==> config.mk <==
export PLATFORM = sky130hd
export DESIGN_NAME = mlp_host_sequencer_flat
export DESIGN_NICKNAME = d
export VERILOG_FILES = /design/src/rtl/mlp_host_sequencer_pkg.sv /design/src/rtl/mlp_host_sequencer_if.sv /design/src/rtl/mlp_host_sequencer_serializer.sv /design/src/rtl/mlp_host_sequencer.sv /design/src/flat_wrapper.sv
export SDC_FILE = /design/constraint.sdc
export NUM_CORES = 1
export LEC_CHECK = 0
export ABC_AREA = 0
export BUFFER_PORTS_ARGS = -buffer_cell sky130_fd_sc_hd__buf_4
export CORE_MARGIN = 5
export CORE_UTILIZATION = 35
export CTS_BUF_LIST = sky130_fd_sc_hd__clkbuf_4
export DETAILED_ROUTE_END_ITERATION = 8
export RECOVER_POWER = 100
export REMOVE_ABC_BUFFERS = 1
export SLEW_MARGIN = 30
export SYNTH_ARGS = -nofsm -noshare
export SYNTH_HDL_FRONTEND = slang
export SYNTH_HIERARCHICAL = 1
export SYNTH_SLANG_ARGS = --single-unit
==> constraint.sdc <==
create_clock -name clk -period 3.8 [get_ports clk]
set_clock_uncertainty 0.1 [all_clocks]
set_input_delay 0.19 -clock clk [delete_from_list [all_inputs] [get_ports clk]]
set_output_delay 0.19 -clock clk [all_outputs]
set_load 0.02 [all_outputs]
==> src/rtl/mlp_host_sequencer_pkg.sv <==
// Shared opcodes, response constants and parser state encoding for the host sequencer.
package mlp_host_pkg;

    localparam logic [7:0] OP_LOAD_W = 8'h01;
    localparam logic [7:0] OP_LOAD_A = 8'h02;
    localparam logic [7:0] OP_RUN    = 8'h03;
    localparam logic [7:0] OP_STATUS = 8'h04;
    localparam logic [7:0] ERR_BYTE  = 8'hEE;

    typedef enum logic [3:0] {
        S_IDLE      = 4'd0,
        S_W_RST     = 4'd1,
        S_W_BYTES   = 4'd2,
        S_A_LEN     = 4'd3,
        S_A_LO      = 4'd4,
        S_A_HI      = 4'd5,
        S_RUN_START = 4'd6,
        S_RUN_WAIT  = 4'd7,
        S_TX        = 4'd8,
        S_ERR_TX    = 4'd9
    } seq_state_t;

    function automatic logic [7:0] status_byte(input logic err,
                                               input logic wready,
                                               input logic [3:0] core_state);
        return {err, wready, 2'b00, core_state};
    endfunction

endpackage

==> src/rtl/mlp_host_sequencer_if.sv <==
// Host byte link plus MLP core load/control signals seen by the sequencer.
interface mlp_host_sequencer_if;

    logic        rx_valid;
    logic [7:0]  rx_data;
    logic        rx_ready;
    logic        tx_valid;
    logic [7:0]  tx_data;
    logic        tx_ready;
    logic        wf_reset;
    logic        wf_push_col0;
    logic        wf_push_col1;
    logic [7:0]  wf_data_in;
    logic        init_act_valid;
    logic [15:0] init_act_data;
    logic        start_mlp;
    logic        weights_ready;
    logic [3:0]  mlp_state;
    logic        layer_complete;
    logic        acc_valid;
    logic [31:0] acc0;
    logic [31:0] acc1;
    logic        err;

    modport master (
        input  rx_valid, rx_data, tx_ready, mlp_state, layer_complete, acc_valid, acc0, acc1,
        output rx_ready, tx_valid, tx_data, wf_reset, wf_push_col0, wf_push_col1, wf_data_in,
               init_act_valid, init_act_data, start_mlp, weights_ready, err
    );

    modport slave (
        output rx_valid, rx_data, tx_ready, mlp_state, layer_complete, acc_valid, acc0, acc1,
        input  rx_ready, tx_valid, tx_data, wf_reset, wf_push_col0, wf_push_col1, wf_data_in,
               init_act_valid, init_act_data, start_mlp, weights_ready, err
    );

endinterface

==> src/rtl/mlp_host_sequencer_serializer.sv <==
// Response serializer: holds either the 64-bit {acc1,acc0} result or a single byte
// and emits it LSB-first over a valid/ready link, pulsing done on the final handshake.
module mlp_result_serializer (
    input  logic        clk,
    input  logic        reset,
    input  logic        load_wide,
    input  logic        load_byte,
    input  logic [63:0] wide_data,
    input  logic [7:0]  byte_data,
    output logic        tx_valid,
    output logic [7:0]  tx_data,
    input  logic        tx_ready,
    output logic        done
);

    logic [63:0] shift_q, shift_d;
    logic [3:0]  count_q, count_d;
    logic        fire;

    assign tx_valid = (count_q != 4'd0);
    assign tx_data  = shift_q[7:0];
    assign fire     = tx_valid & tx_ready;
    assign done     = fire && (count_q == 4'd1);

    always_comb begin
        shift_d = shift_q;
        count_d = count_q;
        if (load_wide) begin
            shift_d = wide_data;
            count_d = 4'd8;
        end else if (load_byte) begin
            shift_d = {56'd0, byte_data};
            count_d = 4'd1;
        end else if (fire) begin
            shift_d = {8'h00, shift_q[63:8]};
            count_d = count_q - 4'd1;
        end
    end

    always_ff @(posedge clk or posedge reset) begin
        if (reset) begin
            shift_q <= '0;
            count_q <= '0;
        end else begin
            shift_q <= shift_d;
            count_q <= count_d;
        end
    end

endmodule

==> src/rtl/mlp_host_sequencer.sv <==
// Host command sequencer: parses host packets into weight FIFO pushes, activation
// writes and run requests for the MLP core, and returns results/status as bytes.
module mlp_host_sequencer
    import mlp_host_pkg::*;
#(
    parameter int unsigned MAX_ACT_WORDS  = 16,
    parameter int unsigned TIMEOUT_CYCLES = 1024
) (
    input logic            clk,
    input logic            reset,
    mlp_host_sequencer_if.master bus
);

    localparam int unsigned TO_W = $clog2(TIMEOUT_CYCLES) + 1;
    localparam int unsigned WC_W = $clog2(MAX_ACT_WORDS + 1);

    seq_state_t        state_q, state_d;
    logic [1:0]        byte_cnt_q, byte_cnt_d;
    logic [WC_W-1:0]   word_cnt_q, word_cnt_d;
    logic [WC_W-1:0]   len_q, len_d;
    logic [7:0]        lo_q, lo_d;
    logic [31:0]       acc0_q, acc0_d;
    logic [31:0]       acc1_q, acc1_d;
    logic [TO_W-1:0]   tmo_q, tmo_d;
    logic              err_q, err_d;
    logic              wready_q, wready_d;
    logic              push0_q, push0_d;
    logic              push1_q, push1_d;
    logic [7:0]        wdata_q, wdata_d;
    logic              act_v_q, act_v_d;
    logic [15:0]       act_data_q, act_data_d;
    logic              status_q, status_d;
    logic              ready_en_q;

    logic              accept_state;
    logic              rx_ready;
    logic              rx_fire;
    logic              err_set, err_clr;
    logic              ser_load_wide, ser_load_byte, ser_done;
    logic [7:0]        ser_byte;

    assign accept_state = (state_q == S_IDLE)  || (state_q == S_W_BYTES) ||
                          (state_q == S_A_LEN) || (state_q == S_A_LO)    ||
                          (state_q == S_A_HI);
    // Held low for the first cycle out of reset so every output reads 0 while reset is asserted.
    assign rx_ready = ready_en_q & accept_state;
    assign rx_fire  = bus.rx_valid & rx_ready;

    always_comb begin
        state_d       = state_q;
        byte_cnt_d    = byte_cnt_q;
        word_cnt_d    = word_cnt_q;
        len_d         = len_q;
        lo_d          = lo_q;
        acc0_d        = acc0_q;
        acc1_d        = acc1_q;
        tmo_d         = tmo_q;
        wready_d      = wready_q;
        push0_d       = 1'b0;
        push1_d       = 1'b0;
        wdata_d       = wdata_q;
        act_v_d       = 1'b0;
        act_data_d    = act_data_q;
        status_d      = status_q;
        err_set       = 1'b0;
        err_clr       = 1'b0;
        ser_load_wide = 1'b0;
        ser_load_byte = 1'b0;
        ser_byte      = ERR_BYTE;

        if (state_q == S_RUN_WAIT && bus.acc_valid) begin
            acc0_d = bus.acc0;
            acc1_d = bus.acc1;
        end

        case (state_q)
            S_IDLE: begin
                if (rx_fire) begin
                    status_d = 1'b0;
                    case (bus.rx_data)
                        OP_LOAD_W: state_d = S_W_RST;
                        OP_LOAD_A: state_d = S_A_LEN;
                        OP_RUN:    state_d = S_RUN_START;
                        OP_STATUS: begin
                            ser_load_byte = 1'b1;
                            ser_byte      = status_byte(err_q, wready_q, bus.mlp_state);
                            status_d      = 1'b1;
                            state_d       = S_TX;
                        end
                        default: begin
                            err_set       = 1'b1;
                            ser_load_byte = 1'b1;
                            state_d       = S_ERR_TX;
                        end
                    endcase
                end
            end
            S_W_RST: begin
                wready_d   = 1'b0;
                byte_cnt_d = 2'd0;
                state_d    = S_W_BYTES;
            end
            S_W_BYTES: begin
                if (rx_fire) begin
                    wdata_d    = bus.rx_data;
                    push0_d    = ~byte_cnt_q[1];
                    push1_d    = byte_cnt_q[1];
                    byte_cnt_d = byte_cnt_q + 2'd1;
                    if (byte_cnt_q == 2'd3) begin
                        wready_d = 1'b1;
                        state_d  = S_IDLE;
                    end
                end
            end
            S_A_LEN: begin
                if (rx_fire) begin
                    if (bus.rx_data == 8'd0 || bus.rx_data > 8'(MAX_ACT_WORDS)) begin
                        err_set       = 1'b1;
                        ser_load_byte = 1'b1;
                        state_d       = S_ERR_TX;
                    end else begin
                        len_d      = WC_W'(bus.rx_data);
                        word_cnt_d = '0;
                        state_d    = S_A_LO;
                    end
                end
            end
            S_A_LO: begin
                if (rx_fire) begin
                    lo_d    = bus.rx_data;
                    state_d = S_A_HI;
                end
            end
            S_A_HI: begin
                if (rx_fire) begin
                    act_v_d    = 1'b1;
                    act_data_d = {bus.rx_data, lo_q};
                    word_cnt_d = word_cnt_q + WC_W'(1);
                    state_d    = (word_cnt_d == len_q) ? S_IDLE : S_A_LO;
                end
            end
            S_RUN_START: begin
                tmo_d   = '0;
                state_d = S_RUN_WAIT;
            end
            S_RUN_WAIT: begin
                if (bus.layer_complete) begin
                    wready_d      = 1'b0;
                    ser_load_wide = 1'b1;
                    state_d       = S_TX;
                end else if (tmo_q == TO_W'(TIMEOUT_CYCLES - 1)) begin
                    err_set       = 1'b1;
                    ser_load_byte = 1'b1;
                    state_d       = S_ERR_TX;
                end else begin
                    tmo_d = tmo_q + TO_W'(1);
                end
            end
            S_TX, S_ERR_TX: begin
                if (ser_done) begin
                    err_clr  = status_q;
                    status_d = 1'b0;
                    state_d  = S_IDLE;
                end
            end
            default: state_d = S_IDLE;
        endcase

        // A new error raised together with a status read wins over the clear.
        err_d = err_set ? 1'b1 : (err_clr ? 1'b0 : err_q);
    end

    always_ff @(posedge clk or posedge reset) begin
        if (reset) begin
            state_q    <= S_IDLE;
            byte_cnt_q <= '0;
            word_cnt_q <= '0;
            len_q      <= '0;
            lo_q       <= '0;
            acc0_q     <= '0;
            acc1_q     <= '0;
            tmo_q      <= '0;
            err_q      <= 1'b0;
            wready_q   <= 1'b0;
            push0_q    <= 1'b0;
            push1_q    <= 1'b0;
            wdata_q    <= '0;
            act_v_q    <= 1'b0;
            act_data_q <= '0;
            status_q   <= 1'b0;
            ready_en_q <= 1'b0;
        end else begin
            state_q    <= state_d;
            byte_cnt_q <= byte_cnt_d;
            word_cnt_q <= word_cnt_d;
            len_q      <= len_d;
            lo_q       <= lo_d;
            acc0_q     <= acc0_d;
            acc1_q     <= acc1_d;
            tmo_q      <= tmo_d;
            err_q      <= err_d;
            wready_q   <= wready_d;
            push0_q    <= push0_d;
            push1_q    <= push1_d;
            wdata_q    <= wdata_d;
            act_v_q    <= act_v_d;
            act_data_q <= act_data_d;
            status_q   <= status_d;
            ready_en_q <= 1'b1;
        end
    end

    mlp_result_serializer u_ser (
        .clk       (clk),
        .reset     (reset),
        .load_wide (ser_load_wide),
        .load_byte (ser_load_byte),
        .wide_data ({acc1_d, acc0_d}),
        .byte_data (ser_byte),
        .tx_valid  (bus.tx_valid),
        .tx_data   (bus.tx_data),
        .tx_ready  (bus.tx_ready),
        .done      (ser_done)
    );

    assign bus.rx_ready       = rx_ready;
    assign bus.wf_reset       = (state_q == S_W_RST);
    assign bus.wf_push_col0   = push0_q;
    assign bus.wf_push_col1   = push1_q;
    assign bus.wf_data_in     = wdata_q;
    assign bus.init_act_valid = act_v_q;
    assign bus.init_act_data  = act_data_q;
    assign bus.start_mlp      = (state_q == S_RUN_START);
    assign bus.weights_ready  = wready_q;
    assign bus.err            = err_q;

endmodule

==> src/flat_wrapper.sv <==
// flat-port wrapper written by rule: the top's interface ports become plain ports
module mlp_host_sequencer_flat import mlp_host_pkg::*;
#(
    parameter int unsigned MAX_ACT_WORDS  = 16,
    parameter int unsigned TIMEOUT_CYCLES = 1024
)
  (clk, reset, bus_rx_valid, bus_rx_data, bus_tx_ready, bus_mlp_state, bus_layer_complete, bus_acc_valid, bus_acc0, bus_acc1, bus_rx_ready, bus_tx_valid, bus_tx_data, bus_wf_reset, bus_wf_push_col0, bus_wf_push_col1, bus_wf_data_in, bus_init_act_valid, bus_init_act_data, bus_start_mlp, bus_weights_ready, bus_err);
  mlp_host_sequencer_if bus_i ();
  input logic clk;
  input logic reset;
  input wire logic [$bits(bus_i.rx_valid)-1:0] bus_rx_valid;
  input wire logic [$bits(bus_i.rx_data)-1:0] bus_rx_data;
  input wire logic [$bits(bus_i.tx_ready)-1:0] bus_tx_ready;
  input wire logic [$bits(bus_i.mlp_state)-1:0] bus_mlp_state;
  input wire logic [$bits(bus_i.layer_complete)-1:0] bus_layer_complete;
  input wire logic [$bits(bus_i.acc_valid)-1:0] bus_acc_valid;
  input wire logic [$bits(bus_i.acc0)-1:0] bus_acc0;
  input wire logic [$bits(bus_i.acc1)-1:0] bus_acc1;
  output wire logic [$bits(bus_i.rx_ready)-1:0] bus_rx_ready;
  output wire logic [$bits(bus_i.tx_valid)-1:0] bus_tx_valid;
  output wire logic [$bits(bus_i.tx_data)-1:0] bus_tx_data;
  output wire logic [$bits(bus_i.wf_reset)-1:0] bus_wf_reset;
  output wire logic [$bits(bus_i.wf_push_col0)-1:0] bus_wf_push_col0;
  output wire logic [$bits(bus_i.wf_push_col1)-1:0] bus_wf_push_col1;
  output wire logic [$bits(bus_i.wf_data_in)-1:0] bus_wf_data_in;
  output wire logic [$bits(bus_i.init_act_valid)-1:0] bus_init_act_valid;
  output wire logic [$bits(bus_i.init_act_data)-1:0] bus_init_act_data;
  output wire logic [$bits(bus_i.start_mlp)-1:0] bus_start_mlp;
  output wire logic [$bits(bus_i.weights_ready)-1:0] bus_weights_ready;
  output wire logic [$bits(bus_i.err)-1:0] bus_err;
  assign bus_i.rx_valid = bus_rx_valid;
  assign bus_i.rx_data = bus_rx_data;
  assign bus_i.tx_ready = bus_tx_ready;
  assign bus_i.mlp_state = bus_mlp_state;
  assign bus_i.layer_complete = bus_layer_complete;
  assign bus_i.acc_valid = bus_acc_valid;
  assign bus_i.acc0 = bus_acc0;
  assign bus_i.acc1 = bus_acc1;
  assign bus_rx_ready = bus_i.rx_ready;
  assign bus_tx_valid = bus_i.tx_valid;
  assign bus_tx_data = bus_i.tx_data;
  assign bus_wf_reset = bus_i.wf_reset;
  assign bus_wf_push_col0 = bus_i.wf_push_col0;
  assign bus_wf_push_col1 = bus_i.wf_push_col1;
  assign bus_wf_data_in = bus_i.wf_data_in;
  assign bus_init_act_valid = bus_i.init_act_valid;
  assign bus_init_act_data = bus_i.init_act_data;
  assign bus_start_mlp = bus_i.start_mlp;
  assign bus_weights_ready = bus_i.weights_ready;
  assign bus_err = bus_i.err;
  mlp_host_sequencer #(.MAX_ACT_WORDS(MAX_ACT_WORDS), .TIMEOUT_CYCLES(TIMEOUT_CYCLES)) u_core (.clk(clk), .reset(reset), .bus(bus_i));
endmodule
# Yosys cells after proc, flatten, opt, wreduce, memory -nomap -nowiden
# Index checks and enable logic that the tools add are counted.
dict set report classes {
  n_addsub 4
  n_lt_le_gt_ge 1
  n_eq_ne 29
  n_mux 63
  bitwise 5
  reduce_logical 30
}
# cell count
set ops {}
lappend ops {{64-bit 2-to-1 mux} 3}
lappend ops {{32-bit 2-to-1 mux} 2}
lappend ops {{4-bit 2-to-1 mux} 13}
lappend ops {{4-bit case mux with 9 select lines} 1}
lappend ops {{1-bit 2-to-1 mux} 26}
lappend ops {{8-bit 2-to-1 mux} 3}
lappend ops {{11-bit 2-to-1 mux} 2}
lappend ops {{11-bit case mux with 2 select lines} 1}
lappend ops {{4-bit by 3-bit equality test with 1-bit output, second input constant} 4}
lappend ops {{8-bit by 2-bit equality test with 1-bit output, second input constant} 2}
lappend ops {{4-bit case mux with 4 select lines} 1}
lappend ops {{5-bit 2-to-1 mux} 3}
lappend ops {{2-bit by 1-bit inequality test with 1-bit output, second input constant} 6}
lappend ops {{11-bit by 1-bit adder with 11-bit output, second input constant} 1}
lappend ops {{11-bit by 10-bit equality test with 1-bit output, second input constant} 1}
lappend ops {{2-bit inequality test, second input constant} 5}
lappend ops {{5-bit case mux with 2 select lines} 1}
lappend ops {{2-bit nonzero test} 5}
lappend ops {{1-bit case mux with 3 select lines} 3}
lappend ops {{3-bit AND reduction} 3}
lappend ops {{4-bit by 1-bit equality test with 1-bit output, second input constant} 2}
lappend ops {{4-bit by 2-bit equality test with 1-bit output, second input constant} 2}
lappend ops {{4-bit equality test, second input constant} 2}
lappend ops {{8-bit by 1-bit equality test with 1-bit output, second input constant} 1}
lappend ops {{other kinds (26)} 39}
dict set report word_totals {
  register_bits 198
  inputBits 82
  output_inout_bits 41
}

# Longest topological paths before layout
dict set report depth {
  word_depth 11
  mapped_depth 11
  ltp_nobuf 9
}

# Cells and area by module
# Netlist, hierarchy kept.
# module instances cells_each area_per_inst_um2 seq_area_each_um2
set modules_own_cells {}
lappend modules_own_cells {mlp_host_sequencer 1 453 5636.7 3253.1}
lappend modules_own_cells {mlp_result_serializer 1 336 3606.0 1701.6}

# Least setup slack after synthesis
# OpenSTA, ideal clock, no wires.
dict set report synth_timing {
  path_type {input to register}
  start {in bus_rx_data[7]}
  end {reg u_core.u_ser.shift_q[0]}
  setup_time_ps 127
  arrival_time_ps 2662
  path_slack_ps 910
  path_stages 10
  path_cell_list {or3_1 -> buf_2 -> or3_4 -> or3_1 -> a21oi_1 -> o21ai_0 -> or2_2 -> a21oi_4 -> buf_4 -> mux2_1}
}
dict set report synth_between {
  elab_chain_cells 7
}
# item line_no
set synth_rtl {}
lappend synth_rtl {{start: declaration} flat_wrapper.sv:12} ;# input wire logic [$bits(bus_i.rx_data)-1:0] bus_rx_data;
lappend synth_rtl {{8-bit by 5-bit > comparator with 1-bit output, or another cell as far along} mlp_host_sequencer.sv:117} ;# if (bus.rx_data == 8'd0 || bus.rx_data > 8'(MAX_ACT_WORDS)) begin
lappend synth_rtl {{1-bit logical OR / 3-bit OR reduction (equally long branches)} -}
lappend synth_rtl {{1-bit 2-to-1 mux (on tied branches)} {mlp_host_sequencer.sv:117, mlp_host_sequencer.sv:80}}
lappend synth_rtl {{1-bit 2-to-1 mux (on tied branches)} {mlp_host_sequencer.sv:116, mlp_host_sequencer.sv:78}}
lappend synth_rtl {{1-bit case mux with 3 select lines (*)} mlp_host_sequencer.sv:76} ;# case (state_q)
lappend synth_rtl {{via u_core.ser_load_byte} mlp_host_sequencer.sv:39} ;# logic ser_load_wide, ser_load_byte, ser_done;
lappend synth_rtl {{64-bit 2-to-1 mux} mlp_host_sequencer_serializer.sv:31} ;# end else if (load_byte) begin
lappend synth_rtl {{64-bit 2-to-1 mux} mlp_host_sequencer_serializer.sv:28} ;# if (load_wide) begin
lappend synth_rtl {{end signal: assignment} mlp_host_sequencer_serializer.sv:45} ;# shift_q <= shift_d;
lappend synth_rtl {{end: declaration} mlp_host_sequencer_serializer.sv:16} ;# logic [63:0] shift_q, shift_d;
# Mark *: on every way through the listed nets, which the timed path passes. The rest lies on a longest branch.
# A chain may end at the register's enable or synchronous reset.

# Worst setup path in the final report
dict set report layout_timing {
  start {in bus_rx_data[7]}
  end {reg u_core.u_ser.shift_q[61]}
}
# The elaborated chain is that of the path after synthesis.

==> out/metrics.yaml <==
worst_setup_path:
  cp_max_fo: 9
  r2r_setup_slack_ns: 0.39
  cp_common_cell: "or3_1"
  crit_type: "in -> reg"
  cp-start-kind: "input port"
  slowest_stage: "dlygate4sd3_1"
  reg2reg_to: "u_core/u_ser/shift_q[61]"
  cp-end-kind: "register"
  worstReg2RegStart: "u_core/u_ser/count_q[0]"
  worst_ep_required_time_ns: 4.20
  crit_chain: "dlygate4sd3_1 > clkbuf_1 > or3_1 > or3_1 > or3_1 > a21oi_1 > o21ai_4 > or2_2 > a21oi_2 > clkbuf_1 > a22o_1"
  crit_path_max_incr_delay_ns: 0.53
  arrival_ns: 3.91
  r2r_cells: 7
yosys:
  yosys-top-cells-area: "dfrtp_1, mux2_2, a221o_1"
  async_flop_share_pct: 100
  ys.flop_type: "dfrtp_1"
  ys_seq_elements: 198
  syn_inst: 789
  synth_area_leader_cell: "dfrtp_1"
  yosys.area.top_type_share_pct: 53.6
  yosysWarnings: 6
  synth_cell_types: 60
  synth_seq_area_share_pct: 53.6
  synth_edf_count: 0
  syn-cell-area_mm2: 0.00924
  avgSynthCellArea_um2: 11.7
  synth_common_cells: "dfrtp_1, mux2_2, nand2_1"
  synth.most_common_cell: "dfrtp_1"
final_layout:
  fin_area_mm2: 0.0112
  drive_above_1_share_pct: 19.0
  multi_input_area_mm2: 0.00383
  final_nets: 1043
  regArea_mm2: 0.00495
  antenna_cells: 0
  area_delta_synth_final_pct: 20.8
  fillerInstances: 2481
clock_tree:
  clkLatencyLatePin_ns: 0.57
  clock_sinks: 198
  post_cts_buffers: 0
  cts_tree: "built"
  cts.repair.resized: 0
  cts_buffers: 17
  clk_pin_slew_ns: 0.15
  clock_path_buffers: 2
  cts-root-buf: "clkbuf_4"
  cts_htree_levels: 4
drt:
  dr.pass1.iters: 5
  wirelength_mm: 21.8
  avgViaCountPerCell: 5.15
  drc_errors: 0
  wire_per_inst_um: 16.8
  postRouteAntennaNets: 0
  num_vias: 6692
  drt_iter0_markers: 405
pwr:
  p_seq_share_pct: 53.3
  p_per_area_mw_per_mm2: 410
  ir_drop_mv: 0.217
  clock_power_share_pct: 22.4
  intPower_uw: 3060
  switchingPower_uw: 1520
  p_sw_share_pct: 33.2
  leakage_uw: 0.00519
  comb_power_share_pct: 24.3
timing:
  rsz0062_at_grt: "false"
  slew_headroom_pct: -49.3
  min_period_over_period_pct: 92.4
  worst-slew-pin-transition_ns: 2.24
  min_period_ns: 3.51
  hold_violations: 0
  max_freq_mhz: 285
  maxSlewViolCount: 173
  setup_viol: 0
  final.setup.tns_ns: 0
die:
  core_mm2: 0.0261
  start_util_pct: 35.5
  die_y_um: 173
  dieWidth_um: 173
  core.rowCount: 59
  ios: 123
  dieArea_mm2: 0.0298
place:
  hpwl_mm: 14.1
  port_buffers: 122
  place_area_mm2: 0.0104
  gp_congestion: 0.793
global_routing:
  grt_pass1_wl_mm: 36.5
  globalRouteOverflowTotal: 0
  grt_max_degree: 102
  grt.total_usage_pct: 14.6
  antenna_found_initial: 0
  first_global_vias: 6952
worst_hold_path:
  hold_path_class: "in -> reg"
  whs_endpoint: "u_core/u_ser/shift_q[3]"
  hp-start: "bus_mlp_state[3]"
  min_delay_path_depth: 5
flow_run:
  drv_cap: 3
outcome:
  status: "finished with violations"
  violations: "capacitance limit, slew limit"
cell usage in the layout (no fill, tap or decap), types with 8 or more instances in the layout:
cell type      count
a21boi_0          20
a21oi_1           10
a221o_1           35
a22o_1            11
and4_1             9
buf_4             88
clkbuf_1          49
clkbuf_4          17
dfrtp_1          198
dlygate4sd3_1     78
inv_1             17
mux2_1            52
mux2_2            51
mux2i_1           10
nand2_1           77
nand2b_1           8
nand3_1           11
nand4_1           18
nor2_1            25
nor3_1             8
nor3b_1           31
o211ai_1          16
o21ai_0           18
xor2_1            12
registers in the layout, indices dropped and copies added (netlist names), 5 cells and up:
register                  cells
u_core/acc0_q                32
u_core/acc1_q                32
u_core/bus.init_act_data     16
u_core/bus.wf_data_in         8
u_core/len_q                  5
u_core/lo_q                   8
u_core/tmo_q                 11
u_core/u_ser/shift_q         64
u_core/word_cnt_q             5
layer usage:
metal | GRT usage, % | share of wire (%) | up-vias
met1 | 19.3 | 45 | 3354
met4 | 2.94 | 0.77 | 0
met5 | 0 | 0 | -
li1 | - | - | 3184
met3 | 3.34 | 4.6 | 13
met2 | 24.6 | 49 | 141
critical path: cells and delay by family:
| family | cells | cell delay [ns] |
|---|---|---|
| compound gates | 4 | 1.03 |
| buf+inv | 3 | 1.08 |
| simple gates | 4 | 1.61 |
kinds of logic (layout without fill, tap and decap cells):
group	count (synthesis)	after routing	share of synthesized area, %
AO/OA/AOI/OAI	141	141	12.1
adder cells (fa/ha/maj)	6	6	0.812
XOR/XNOR	19	19	1.80
buffers and inverters	89	264	4.83
AND/OR/NAND/NOR	221	221	13.1
flip-flops	198	198	53.6
multiplexers	113	113	13.6
other	2	2	0.0813
how the worst max path moves through the flow:
stage,endpoint,start,depth (start not counted)
floorplan,u_core/u_ser/shift_q[36],u_core/state_q[3],8
global placement,u_core/u_ser/shift_q[36],bus_rx_data[7],11
detailed placement,u_core/u_ser/shift_q[7],bus_rx_data[7],9
CTS,u_core/u_ser/shift_q[42],bus_rx_data[7],12
global route,u_core/u_ser/shift_q[58],bus_rx_data[7],11
finish,u_core/u_ser/shift_q[61],bus_rx_data[7],11
area by class of cell:
type                    count  area share [%]
flip-flops and latches    198            44.4
multi-input cells         502            34.3
repair buffers            217            14.8
well taps                 335            3.75
clock buffers              17            1.14
clock inverters            11           0.930
inverters                  19           0.684
stage by stage:
step	power [µW]	hold WS, ns	util [%]	cells	setup WS [ns]
5_1_grt	4870	0.0736	42.8	1299	0.196
2_1_floorplan	3150	0.195	-	719	-2.43
3_3_place_gp	3610	0.286	39.8	1193	0.591
4_1_cts	4730	0.0701	43.7	1299	0.621
3_5_place_dp	3630	0.287	39.8	1193	0.558
6_report	4580	0.102	42.8	1299	0.287
timing repair:
action,4_1_cts,5_1_grt
endpoints found under the hold margin,303,0
setup endpoints to repair,0,0
hold buffers,78,0
power groups by stage:
stage               combinational (µW)  clock [µW]  sequential, µW
finish                            1110        1020            2440
global route                      1240        1160            2470
CTS                               1210        1080            2440
detailed placement                1140           0            2480
global placement                  1140           0            2480
floorplan                          619           0            2530
No activity file was read; power rests on OpenSTA's default activity.
